**src/rtl/cpu_sequencer_if.sv**
```systemverilog
// Bus bundle between the fetch/execute sequencer and the rest of the 4-bit CPU.
// Ports: run/step control, ROM/RAM handshakes, decoder link, datapath strobes and status.
interface cpu_sequencer_if;
    logic        run;
    logic        step;
    logic        rom_ready;
    logic        ram_ready;
    logic [7:0]  instr_in;
    logic [12:0] ctrl_word;
    logic [11:0] jump_addr;
    logic        alu_c;
    logic        alu_z;

    logic [11:0] pc;
    logic        rom_req;
    logic [6:0]  decode_addr;
    logic [3:0]  instr_reg;
    logic [3:0]  oprnd_reg;
    logic        flag_c;
    logic        flag_z;
    logic        load_pc;
    logic        load_a;
    logic        load_out;
    logic [2:0]  alu_sel;
    logic        ram_cs;
    logic        ram_we;
    logic        oe_alu;
    logic        oe_in;
    logic        oe_oprnd;
    logic        halted;

    modport slave (
        input  run, step, rom_ready, ram_ready, instr_in,
        input  ctrl_word, jump_addr, alu_c, alu_z,
        output pc, rom_req, decode_addr, instr_reg, oprnd_reg,
        output flag_c, flag_z, load_pc, load_a, load_out, alu_sel,
        output ram_cs, ram_we, oe_alu, oe_in, oe_oprnd, halted
    );

    modport master (
        output run, step, rom_ready, ram_ready, instr_in,
        output ctrl_word, jump_addr, alu_c, alu_z,
        input  pc, rom_req, decode_addr, instr_reg, oprnd_reg,
        input  flag_c, flag_z, load_pc, load_a, load_out, alu_sel,
        input  ram_cs, ram_we, oe_alu, oe_in, oe_oprnd, halted
    );
endinterface

```
**src/rtl/cpu_sequencer.sv**
```systemverilog
// Fetch/execute sequencer: owns PC, instruction latch, C/Z flags and phase bit.
// Ports: clk, reset (async active-low), bus (slave side of cpu_sequencer_if).
module cpu_sequencer #(
    parameter logic [11:0] PC_RESET = 12'h000
) (
    input  logic              clk,
    input  logic              reset,
    cpu_sequencer_if.slave    bus
);

    localparam logic [1:0] S_HALT  = 2'd0;
    localparam logic [1:0] S_FETCH = 2'd1;
    localparam logic [1:0] S_EXEC  = 2'd2;

    logic [1:0]  state_q, state_d;
    logic [11:0] pc_q, pc_d;
    logic [3:0]  instr_q, instr_d;
    logic [3:0]  oprnd_q, oprnd_d;
    logic        fc_q, fc_d;
    logic        fz_q, fz_d;
    logic        step_q, step_d;

    logic        active;
    logic        phase;
    logic        done;
    logic [12:0] cw;

    assign active = (state_q == S_FETCH) || (state_q == S_EXEC);
    assign phase  = (state_q == S_EXEC);

    // Decoder output is ignored while halted so every strobe stays low.
    assign cw = active ? bus.ctrl_word : 13'h0000;

    // FETCH completes on ROM data; EXEC completes at once unless it
    // touches RAM, in which case it waits for ram_ready.
    always_comb begin
        done = 1'b0;
        unique case (1'b1)
            state_q == S_FETCH: done = bus.rom_ready;
            state_q == S_EXEC:  done = !cw[5] || bus.ram_ready;
            default:            done = 1'b0;
        endcase
    end

    always_comb begin
        state_d = state_q;
        step_d  = step_q;
        unique case (1'b1)
            state_q == S_HALT: begin
                if (bus.run) begin
                    state_d = S_FETCH;
                    step_d  = 1'b0;
                end else if (bus.step) begin
                    state_d = S_FETCH;
                    step_d  = 1'b1;
                end
            end
            state_q == S_FETCH: begin
                if (done) state_d = S_EXEC;
            end
            state_q == S_EXEC: begin
                if (done) begin
                    state_d = (bus.run && !step_q) ? S_FETCH : S_HALT;
                    step_d  = 1'b0;
                end
            end
            default: begin
                state_d = S_HALT;
                step_d  = 1'b0;
            end
        endcase
    end

    always_comb begin
        pc_d    = pc_q;
        instr_d = instr_q;
        oprnd_d = oprnd_q;
        fc_d    = fc_q;
        fz_d    = fz_q;
        if (done) begin
            if (cw[11])      pc_d = bus.jump_addr;
            else if (cw[12]) pc_d = pc_q + 12'd1;
            if (cw[9]) begin
                fc_d = bus.alu_c;
                fz_d = bus.alu_z;
            end
            if (state_q == S_FETCH) begin
                instr_d = bus.instr_in[7:4];
                oprnd_d = bus.instr_in[3:0];
            end
        end
    end

    always_ff @(posedge clk or negedge reset) begin
        if (!reset) begin
            state_q <= S_HALT;
            pc_q    <= PC_RESET;
            instr_q <= 4'h0;
            oprnd_q <= 4'h0;
            fc_q    <= 1'b0;
            fz_q    <= 1'b0;
            step_q  <= 1'b0;
        end else begin
            state_q <= state_d;
            pc_q    <= pc_d;
            instr_q <= instr_d;
            oprnd_q <= oprnd_d;
            fc_q    <= fc_d;
            fz_q    <= fz_d;
            step_q  <= step_d;
        end
    end

    assign bus.pc          = pc_q;
    assign bus.rom_req     = (state_q == S_FETCH);
    assign bus.decode_addr = {instr_q, fc_q, fz_q, phase};
    assign bus.instr_reg   = instr_q;
    assign bus.oprnd_reg   = oprnd_q;
    assign bus.flag_c      = fc_q;
    assign bus.flag_z      = fz_q;
    assign bus.halted      = (state_q == S_HALT);

    // Pulses only in the completing cycle, never during RAM waits.
    assign bus.load_pc  = done && cw[11];
    assign bus.load_a   = done && cw[10];
    assign bus.load_out = done && cw[0];

    assign bus.alu_sel  = cw[8:6];
    assign bus.ram_cs   = cw[5];
    assign bus.ram_we   = cw[4];
    assign bus.oe_alu   = cw[3];
    assign bus.oe_in    = cw[2];
    assign bus.oe_oprnd = cw[1];

endmodule

```
**src/flat_wrapper.sv**
```systemverilog
// flat-port wrapper written by rule: the top's interface ports become plain ports
module cpu_sequencer_flat 
#(
    parameter logic [11:0] PC_RESET = 12'h000
)
  (clk, reset, bus_run, bus_step, bus_rom_ready, bus_ram_ready, bus_instr_in, bus_ctrl_word, bus_jump_addr, bus_alu_c, bus_alu_z, bus_pc, bus_rom_req, bus_decode_addr, bus_instr_reg, bus_oprnd_reg, bus_flag_c, bus_flag_z, bus_load_pc, bus_load_a, bus_load_out, bus_alu_sel, bus_ram_cs, bus_ram_we, bus_oe_alu, bus_oe_in, bus_oe_oprnd, bus_halted);
  cpu_sequencer_if bus_i ();
  input  logic clk;
  input  logic reset;
  input wire logic [$bits(bus_i.run)-1:0] bus_run;
  input wire logic [$bits(bus_i.step)-1:0] bus_step;
  input wire logic [$bits(bus_i.rom_ready)-1:0] bus_rom_ready;
  input wire logic [$bits(bus_i.ram_ready)-1:0] bus_ram_ready;
  input wire logic [$bits(bus_i.instr_in)-1:0] bus_instr_in;
  input wire logic [$bits(bus_i.ctrl_word)-1:0] bus_ctrl_word;
  input wire logic [$bits(bus_i.jump_addr)-1:0] bus_jump_addr;
  input wire logic [$bits(bus_i.alu_c)-1:0] bus_alu_c;
  input wire logic [$bits(bus_i.alu_z)-1:0] bus_alu_z;
  output wire logic [$bits(bus_i.pc)-1:0] bus_pc;
  output wire logic [$bits(bus_i.rom_req)-1:0] bus_rom_req;
  output wire logic [$bits(bus_i.decode_addr)-1:0] bus_decode_addr;
  output wire logic [$bits(bus_i.instr_reg)-1:0] bus_instr_reg;
  output wire logic [$bits(bus_i.oprnd_reg)-1:0] bus_oprnd_reg;
  output wire logic [$bits(bus_i.flag_c)-1:0] bus_flag_c;
  output wire logic [$bits(bus_i.flag_z)-1:0] bus_flag_z;
  output wire logic [$bits(bus_i.load_pc)-1:0] bus_load_pc;
  output wire logic [$bits(bus_i.load_a)-1:0] bus_load_a;
  output wire logic [$bits(bus_i.load_out)-1:0] bus_load_out;
  output wire logic [$bits(bus_i.alu_sel)-1:0] bus_alu_sel;
  output wire logic [$bits(bus_i.ram_cs)-1:0] bus_ram_cs;
  output wire logic [$bits(bus_i.ram_we)-1:0] bus_ram_we;
  output wire logic [$bits(bus_i.oe_alu)-1:0] bus_oe_alu;
  output wire logic [$bits(bus_i.oe_in)-1:0] bus_oe_in;
  output wire logic [$bits(bus_i.oe_oprnd)-1:0] bus_oe_oprnd;
  output wire logic [$bits(bus_i.halted)-1:0] bus_halted;
  assign bus_i.run = bus_run;
  assign bus_i.step = bus_step;
  assign bus_i.rom_ready = bus_rom_ready;
  assign bus_i.ram_ready = bus_ram_ready;
  assign bus_i.instr_in = bus_instr_in;
  assign bus_i.ctrl_word = bus_ctrl_word;
  assign bus_i.jump_addr = bus_jump_addr;
  assign bus_i.alu_c = bus_alu_c;
  assign bus_i.alu_z = bus_alu_z;
  assign bus_pc = bus_i.pc;
  assign bus_rom_req = bus_i.rom_req;
  assign bus_decode_addr = bus_i.decode_addr;
  assign bus_instr_reg = bus_i.instr_reg;
  assign bus_oprnd_reg = bus_i.oprnd_reg;
  assign bus_flag_c = bus_i.flag_c;
  assign bus_flag_z = bus_i.flag_z;
  assign bus_load_pc = bus_i.load_pc;
  assign bus_load_a = bus_i.load_a;
  assign bus_load_out = bus_i.load_out;
  assign bus_alu_sel = bus_i.alu_sel;
  assign bus_ram_cs = bus_i.ram_cs;
  assign bus_ram_we = bus_i.ram_we;
  assign bus_oe_alu = bus_i.oe_alu;
  assign bus_oe_in = bus_i.oe_in;
  assign bus_oe_oprnd = bus_i.oe_oprnd;
  assign bus_halted = bus_i.halted;
  cpu_sequencer #(.PC_RESET(PC_RESET)) u_core (.clk(clk), .reset(reset), .bus(bus_i));
endmodule
```
**config.mk**
```make
export PLATFORM = sky130hd
export DESIGN_NAME = cpu_sequencer_flat
export DESIGN_NICKNAME = d
export VERILOG_FILES = /design/src/rtl/cpu_sequencer_if.sv /design/src/rtl/cpu_sequencer.sv /design/src/flat_wrapper.sv
export SDC_FILE = /design/constraint.sdc
export NUM_CORES = 1
export LEC_CHECK = 0
export CORE_MARGIN = 1.5
export CORE_UTILIZATION = 42
export DETAILED_ROUTE_END_ITERATION = 16
export PLACE_DENSITY = 0.86
export SLEW_MARGIN = 10
export SYNTH_ARGS = -nofsm -noshare
export SYNTH_HDL_FRONTEND = slang
export SYNTH_SLANG_ARGS = --single-unit
```
**constraint.sdc**
```tcl
create_clock -name clk -period 4.3 [get_ports clk]
set_input_delay 0.86 -clock clk [delete_from_list [all_inputs] [get_ports clk]]
set_output_delay 0.86 -clock clk [all_outputs]
set_load 0.02 [all_outputs]
```
Word-level counts from Yosys, hierarchy flattened

Cells that the tools add are included.

Register bits: 25

$add $sub $neg: 1
Equal/unequal tests: 5
Muxes and demuxes: 14
Bitwise operators: 1
Reductions and logical operators: 15

Operators by type and width:

| cell                                                            | number |
|---|---|
| 12-bit 2-to-1 mux                                               | 2 |
| 13-bit 2-to-1 mux                                               | 1 |
| 12-bit by 1-bit adder with 12-bit output, second input constant | 1 |
| 2-bit 2-to-1 mux                                                | 4 |
| 2-bit case mux with 3 select lines                              | 1 |
| 2-bit AND reduction                                             | 3 |
| 3-bit AND reduction                                             | 2 |
| 1-bit logical AND                                               | 4 |
| 1-bit 2-to-1 mux                                                | 4 |
| 3-bit != test, second input constant                            | 1 |
| 1-bit case mux with 3 select lines                              | 1 |
| 2-bit by 1-bit == test with 1-bit output, second input constant | 1 |
| 2-bit == test, second input constant                            | 1 |
| 1-bit logical NOT                                               | 2 |
| 2-bit logical NOT                                               | 1 |
| 1-bit logical OR                                                | 2 |
| 2-bit by 1-bit != test with 1-bit output, second input constant | 1 |
| 2-bit != test, second input constant                            | 1 |
| 1-bit case mux with 2 select lines                              | 1 |
| 2-bit nonzero test                                              | 1 |
| 1-bit NOT                                                       | 1 |

Longest topological paths before layout

Depth after elaboration: 8
Depth in mapped cells: 8

Least setup slack after synthesis

Ideal clock, no wire load.

Kind: input to output
From: in bus_ram_ready
To: out bus_load_a
Arrival time: 1,783 ps
Data required time: 3,440 ps
Slack: 1,657 ps
Cell stages on the path: 5
Path through: nand2b_1 a31o_2 buf_4 buf_2 and2_1

Cells in the longest elaborated chain, start to end: 3

Ends and longest elaborated chain:

| element                            | RTL line             | RTL |
|---|---|---|
| from (decl)                        | flat_wrapper.sv:13   | `input wire logic [$bits(bus_i.ram_ready)-1:0] bus_ram_ready;` |
| 1-bit logical OR                   | cpu_sequencer.sv:40  | `state_q == S_EXEC: done = !cw[5] \|\| bus.ram_ready;` |
| 1-bit case mux with 2 select lines | cpu_sequencer.sv:38  | `unique case (1'b1)` |
| 1-bit logical AND                  | cpu_sequencer.sv:125 | `assign bus.load_a = done && cw[10];` |
| to (decl)                          | flat_wrapper.sv:27   | `output wire logic [$bits(bus_i.load_a)-1:0] bus_load_a;` |

Every way passes these cells.

Worst setup path in the final report

From: reg u_core.state_q[1]
To: out bus_load_pc

Cells in the longest elaborated chain, start to end: 7
Elaborated cells between the ends (all ways): 8

Ends and longest elaborated chain:

| element                                                                          | RTL line                                                      | RTL |
|---|---|---|
| from (decl)                                                                      | cpu_sequencer.sv:15                                           | `logic [1:0] state_q, state_d;` |
| from (signal assigned)                                                           | cpu_sequencer.sv:104                                          | `state_q <= state_d;` |
| 2-bit by 1-bit == test with 1-bit output / 2-bit == test (equally long branches) | cpu_sequencer.sv:28, cpu_sequencer.sv:39, cpu_sequencer.sv:40 |  |
| 1-bit logical OR                                                                 | cpu_sequencer.sv:28                                           | `assign active = (state_q == S_FETCH) \|\| (state_q == S_EXEC);` |
| 13-bit 2-to-1 mux                                                                | cpu_sequencer.sv:32                                           | `assign cw = active ? bus.ctrl_word : 13'h0000;` |
| 1-bit logical NOT                                                                | cpu_sequencer.sv:40                                           |  |
| 1-bit logical OR                                                                 | cpu_sequencer.sv:40                                           |  |
| 1-bit case mux with 2 select lines                                               | cpu_sequencer.sv:38                                           |  |
| 1-bit logical AND (*)                                                            | cpu_sequencer.sv:124                                          | `assign bus.load_pc = done && cw[11];` |
| to (decl)                                                                        | flat_wrapper.sv:26                                            | `output wire logic [$bits(bus_i.load_pc)-1:0] bus_load_pc;` |

Mark *: on every way between the ends. The rest lies on a longest branch, timed or not.

==> impl_metrics.prom <==
# TYPE chip_impl_metric gauge
chip_impl_info{name="run_status",value="finished, final reports clean"} 1
chip_impl_metric{name="switching_share",unit="%"} 45.7
chip_impl_info{name="critical_path.endpoint_type",value="output pin"} 1
chip_impl_metric{name="numPortBuffers",unit=""} 82
chip_impl_metric{name="clock_path_buffers",unit=""} 2
chip_impl_metric{name="largest_reg_flops",unit=""} 12
chip_impl_metric{name="critical_path.max_stage_delay",unit="ns"} 0.61
chip_impl_metric{name="path_clk_slew",unit="ns"} 0.14
chip_impl_metric{name="synth-seq-area-share",unit="%"} 41.3
chip_impl_metric{name="die_x",unit="microns"} 63.1
chip_impl_metric{name="routed_via_density",unit=""} 5.40
chip_impl_metric{name="yosysUniqueCellTypes",unit=""} 34
chip_impl_metric{name="ff2ff_path_depth",unit=""} 6
chip_impl_metric{name="cp_data_arrival_time",unit="ns"} 2.79
chip_impl_metric{name="worst_voltage_drop_across_the_vdd_grid",unit="mV"} 0.370
chip_impl_metric{name="final_antenna_net_count",unit=""} 0
chip_impl_metric{name="fillCellCount",unit=""} 276
chip_impl_info{name="cells_along_the_critical_path",value="inv_1, ha_1, and3_1, a31o_2, nand2_1, inv_1, clkdlybuf4s50_1"} 1
chip_impl_info{name="rsz0062_at_grt",value="false"} 1
chip_impl_metric{name="drt_first_pass_iters",unit=""} 5
chip_impl_metric{name="htree_levels",unit=""} 1
chip_impl_metric{name="place.detailed.hpwl",unit="microns"} 2870
chip_impl_metric{name="post_cts.resized_instances",unit=""} 0
chip_impl_metric{name="wl",unit="microns"} 3860
chip_impl_metric{name="area_growth",unit="%"} 54.1
chip_impl_metric{name="critical_path_data_required_time",unit="ns"} 3.44
chip_impl_info{name="ys_top_cells_by_area",value="sky130_fd_sc_hd__dfrtp_1 41%, sky130_fd_sc_hd__mux2_2 8.9%, sky130_fd_sc_hd__a31oi_1 5.4%, sky130_fd_sc_hd__ha_1 5.0%, sky130_fd_sc_hd__and2_1 4.5%"} 1
chip_impl_metric{name="total_leakage_power",unit="uW"} 0.000968
chip_impl_metric{name="ys_ff_latch",unit=""} 25
chip_impl_metric{name="die_area",unit="sq mm"} 0.00398
chip_impl_info{name="clock_tree.root_cell",value="sky130_fd_sc_hd__clkbuf_4"} 1
chip_impl_metric{name="finish.net_count",unit=""} 281
chip_impl_metric{name="drive_gt1_share",unit="%"} 9.87
chip_impl_metric{name="gpl.final_weighted_congestion",unit=""} 0.804
chip_impl_metric{name="first_iter_violations",unit=""} 78
chip_impl_metric{name="syn_area_per_cell",unit="sq um"} 9.41
chip_impl_metric{name="drc",unit=""} 0
chip_impl_metric{name="route.vias.total",unit=""} 1506
chip_impl_metric{name="postLayoutCoreUtil",unit="%"} 68.9
chip_impl_info{name="layout.cells.most_common_list",value="81 x sky130_fd_sc_hd__clkdlybuf4s50_1, 25 x sky130_fd_sc_hd__dfrtp_1, 13 x sky130_fd_sc_hd__a31oi_1"} 1
chip_impl_metric{name="postSynthNetCount",unit=""} 208
chip_impl_metric{name="numCtsBuffers",unit=""} 3
chip_impl_metric{name="skew",unit="ns"} 0.00533
chip_impl_info{name="setup.worst_path.class",value="reg2out"} 1
chip_impl_metric{name="grt_pass1_wl",unit="microns"} 6370
chip_impl_metric{name="numClockSinks",unit=""} 25
chip_impl_info{name="synth.largest_area_cell",value="sky130_fd_sc_hd__dfrtp_1"} 1
chip_impl_metric{name="fin_crit",unit="ns"} 3.65
chip_impl_metric{name="globalRoute.totalOverflow",unit=""} 0
chip_impl_metric{name="hold_violations",unit=""} 0
chip_impl_info{name="layout.cells.most_common",value="sky130_fd_sc_hd__clkdlybuf4s50_1"} 1
chip_impl_metric{name="post-route-period-util",unit="%"} 84.9
chip_impl_metric{name="route.detailed.wl_per_inst",unit="microns"} 13.8
chip_impl_metric{name="setup_viol",unit=""} 0
chip_impl_metric{name="power.internal",unit="uW"} 953
chip_impl_info{name="critical_path.startpoint_type",value="flip-flop"} 1
chip_impl_metric{name="synth_largest_type_area_fraction",unit="%"} 41.3
chip_impl_metric{name="worst-slew-pin-transition",unit="ns"} 0.667
chip_impl_metric{name="grt_antenna_before_repair",unit=""} 0
chip_impl_metric{name="initial_core_util",unit="%"} 44.7
chip_impl_metric{name="power_switching",unit="uW"} 803
chip_impl_metric{name="grt_util_all_layers",unit="%"} 19.9
chip_impl_metric{name="finalMaxSlewViolations",unit=""} 0
chip_impl_metric{name="antenna_cells",unit=""} 0
chip_impl_metric{name="seq_power_share",unit="%"} 26.9
chip_impl_metric{name="std_cell_rows",unit=""} 21
chip_impl_info{name="holdCritPathClass",value="in2async"} 1
chip_impl_metric{name="insertion_delay",unit="ns"} 0.32
chip_impl_metric{name="fin_tns_setup",unit="ns"} 0
chip_impl_metric{name="power_density",unit="mW/mm^2"} 752
chip_impl_metric{name="reg2reg_slack",unit="ns"} 2.01
chip_impl_metric{name="maxClockFrequency",unit="MHz"} 274
chip_impl_metric{name="die_height",unit="microns"} 63.1
chip_impl_info{name="critical_path.most_common_cell",value="sky130_fd_sc_hd__inv_1"} 1
chip_impl_metric{name="pin_count",unit=""} 83
chip_impl_metric{name="post_cts_setup_bufs",unit=""} 0
chip_impl_metric{name="power.clock.fraction",unit="%"} 6.1
chip_impl_info{name="critical-path-slowest-cell",value="sky130_fd_sc_hd__clkdlybuf4s50_1"} 1
chip_impl_metric{name="core-area",unit="sq mm"} 0.00339
chip_impl_metric{name="slew_headroom",unit="%"} 55.4
chip_impl_metric{name="syn_inst",unit=""} 161
chip_impl_metric{name="ctsHoldBuffers",unit=""} 0
chip_impl_metric{name="critPathMaxFanout",unit=""} 19
chip_impl_metric{name="first_global_vias",unit=""} 1395
chip_impl_metric{name="grt_start_max_net_pins",unit=""} 26
chip_impl_metric{name="comb_power_share",unit="%"} 67.0
chip_impl_metric{name="max_cap_violations",unit=""} 0
chip_impl_metric{name="synth_area",unit="sq mm"} 0.00152
chip_impl_metric{name="yosys_warnings",unit=""} 0
chip_impl_info{name="clock_tree_from_tritoncts",value="yes"} 1
chip_impl_info{name="crit-reg2reg-launch",value="u_core.state_q[1]$_DFFE_PN0P_"} 1
chip_impl_metric{name="post-layout-total-power",unit="uW"} 1760
chip_impl_info{name="rr_endpoint",value="u_core.bus.instr_reg[0]$_DFFE_PN0P_"} 1
[cell type report]
cell class              instances  area, sq um  share of cell area [%]
repair buffers                 82          816                    34.9
well taps                      46         57.6                    2.47
clock buffers                   3         22.5                   0.965
inverters                       7         26.3                    1.13
multi-input cells             115          779                    33.4
clock inverters                 1         7.51                   0.322
flip-flops and latches         25          626                    26.8
[per-stage QoR]
step                cells  setup slack, ns  hold slack [ns]  area (sq um)
finish                279            0.651            0.505          2330
global route          279            0.430            0.517          2330
CTS                   279            0.661            0.527          2340
detailed placement    275            0.749            0.495          2310
global placement      275            0.768            0.487          2310
floorplan             161             1.66            0.515          1520
[power by group through the flow]
stage	combinational, uW	clock [uW]	sequential, uW
final	1180	107	473
after global routing	1260	124	498
after CTS	1180	112	469
after detailed placement	1170	0	475
after floorplan	607	0	583
after global placement	1160	0	469
[cells by family (layout without fill, tap and decap cells)]
family,count (synthesis),after routing,synth area share [%]
AOI/OAI and AO/OA,43,43,18.7
adders and majority gates,6,6,4.95
buffers and inverters,21,93,7.27
DFF,25,25,41.3
muxes,12,12,8.92
and+or+nand+nor,54,54,18.8
[worst max path at each step]
stage / from / endpoint / slack [ns] / cells past startpoint
2_1_floorplan: bus_ram_ready / bus_load_a / 1.66 / 5
3_3_place_gp: bus_ram_ready / bus_load_pc / 0.77 / 6
3_5_place_dp: bus_ram_ready / bus_load_pc / 0.75 / 6
4_1_cts: u_core.state_q[0]$_DFFE_PN0P_ / bus_load_pc / 0.66 / 7
5_1_grt: u_core.state_q[0]$_DFFE_PN0P_ / bus_load_pc / 0.43 / 7
6_report: u_core.state_q[1]$_DFFE_PN0P_ / bus_load_pc / 0.65 / 7
[worst max-delay path, delay by kind of cell, from the launching register on]
kind | cells | cell delay [ns]
flip-flops | 1 | 0.44
adder cells (fa/ha/maj) | 1 | 0.50
buffers and inverters | 3 | 0.79
AND/OR/NAND/NOR | 2 | 0.37
AO/OA/AOI/OAI | 1 | 0.37
[synth_stat cells (all sizes together)]
master	count
nand3	9
o211a	1
and3	2
o32ai	2
nor4	1
a31o	1
a41o	1
nand2b	2
nand4	4
a21bo	1
nor2	6
clkbuf	5
and2	11
a21oi	8
nand2	13
o21ai	8
a31oi	13
a2bb2oi	1
ha	6
dfrtp	25
o22ai	4
or4	1
a211oi	1
or2	1
buf	9
inv	7
mux2	12
nor3	2
and4	2
o31ai	1
o221a	1
[layer usage]
layer	share of wire [%]	track usage (%)	wire, microns	vias up
li1	-	-	-	729
met1	43	25.6	1660	698
met2	49	33.5	1890	71
met3	6.8	4.64	261	8
met4	1.1	5.00	41	0
met5	0	0	0	-
Note: power is estimated with default switching activity, not from simulation.
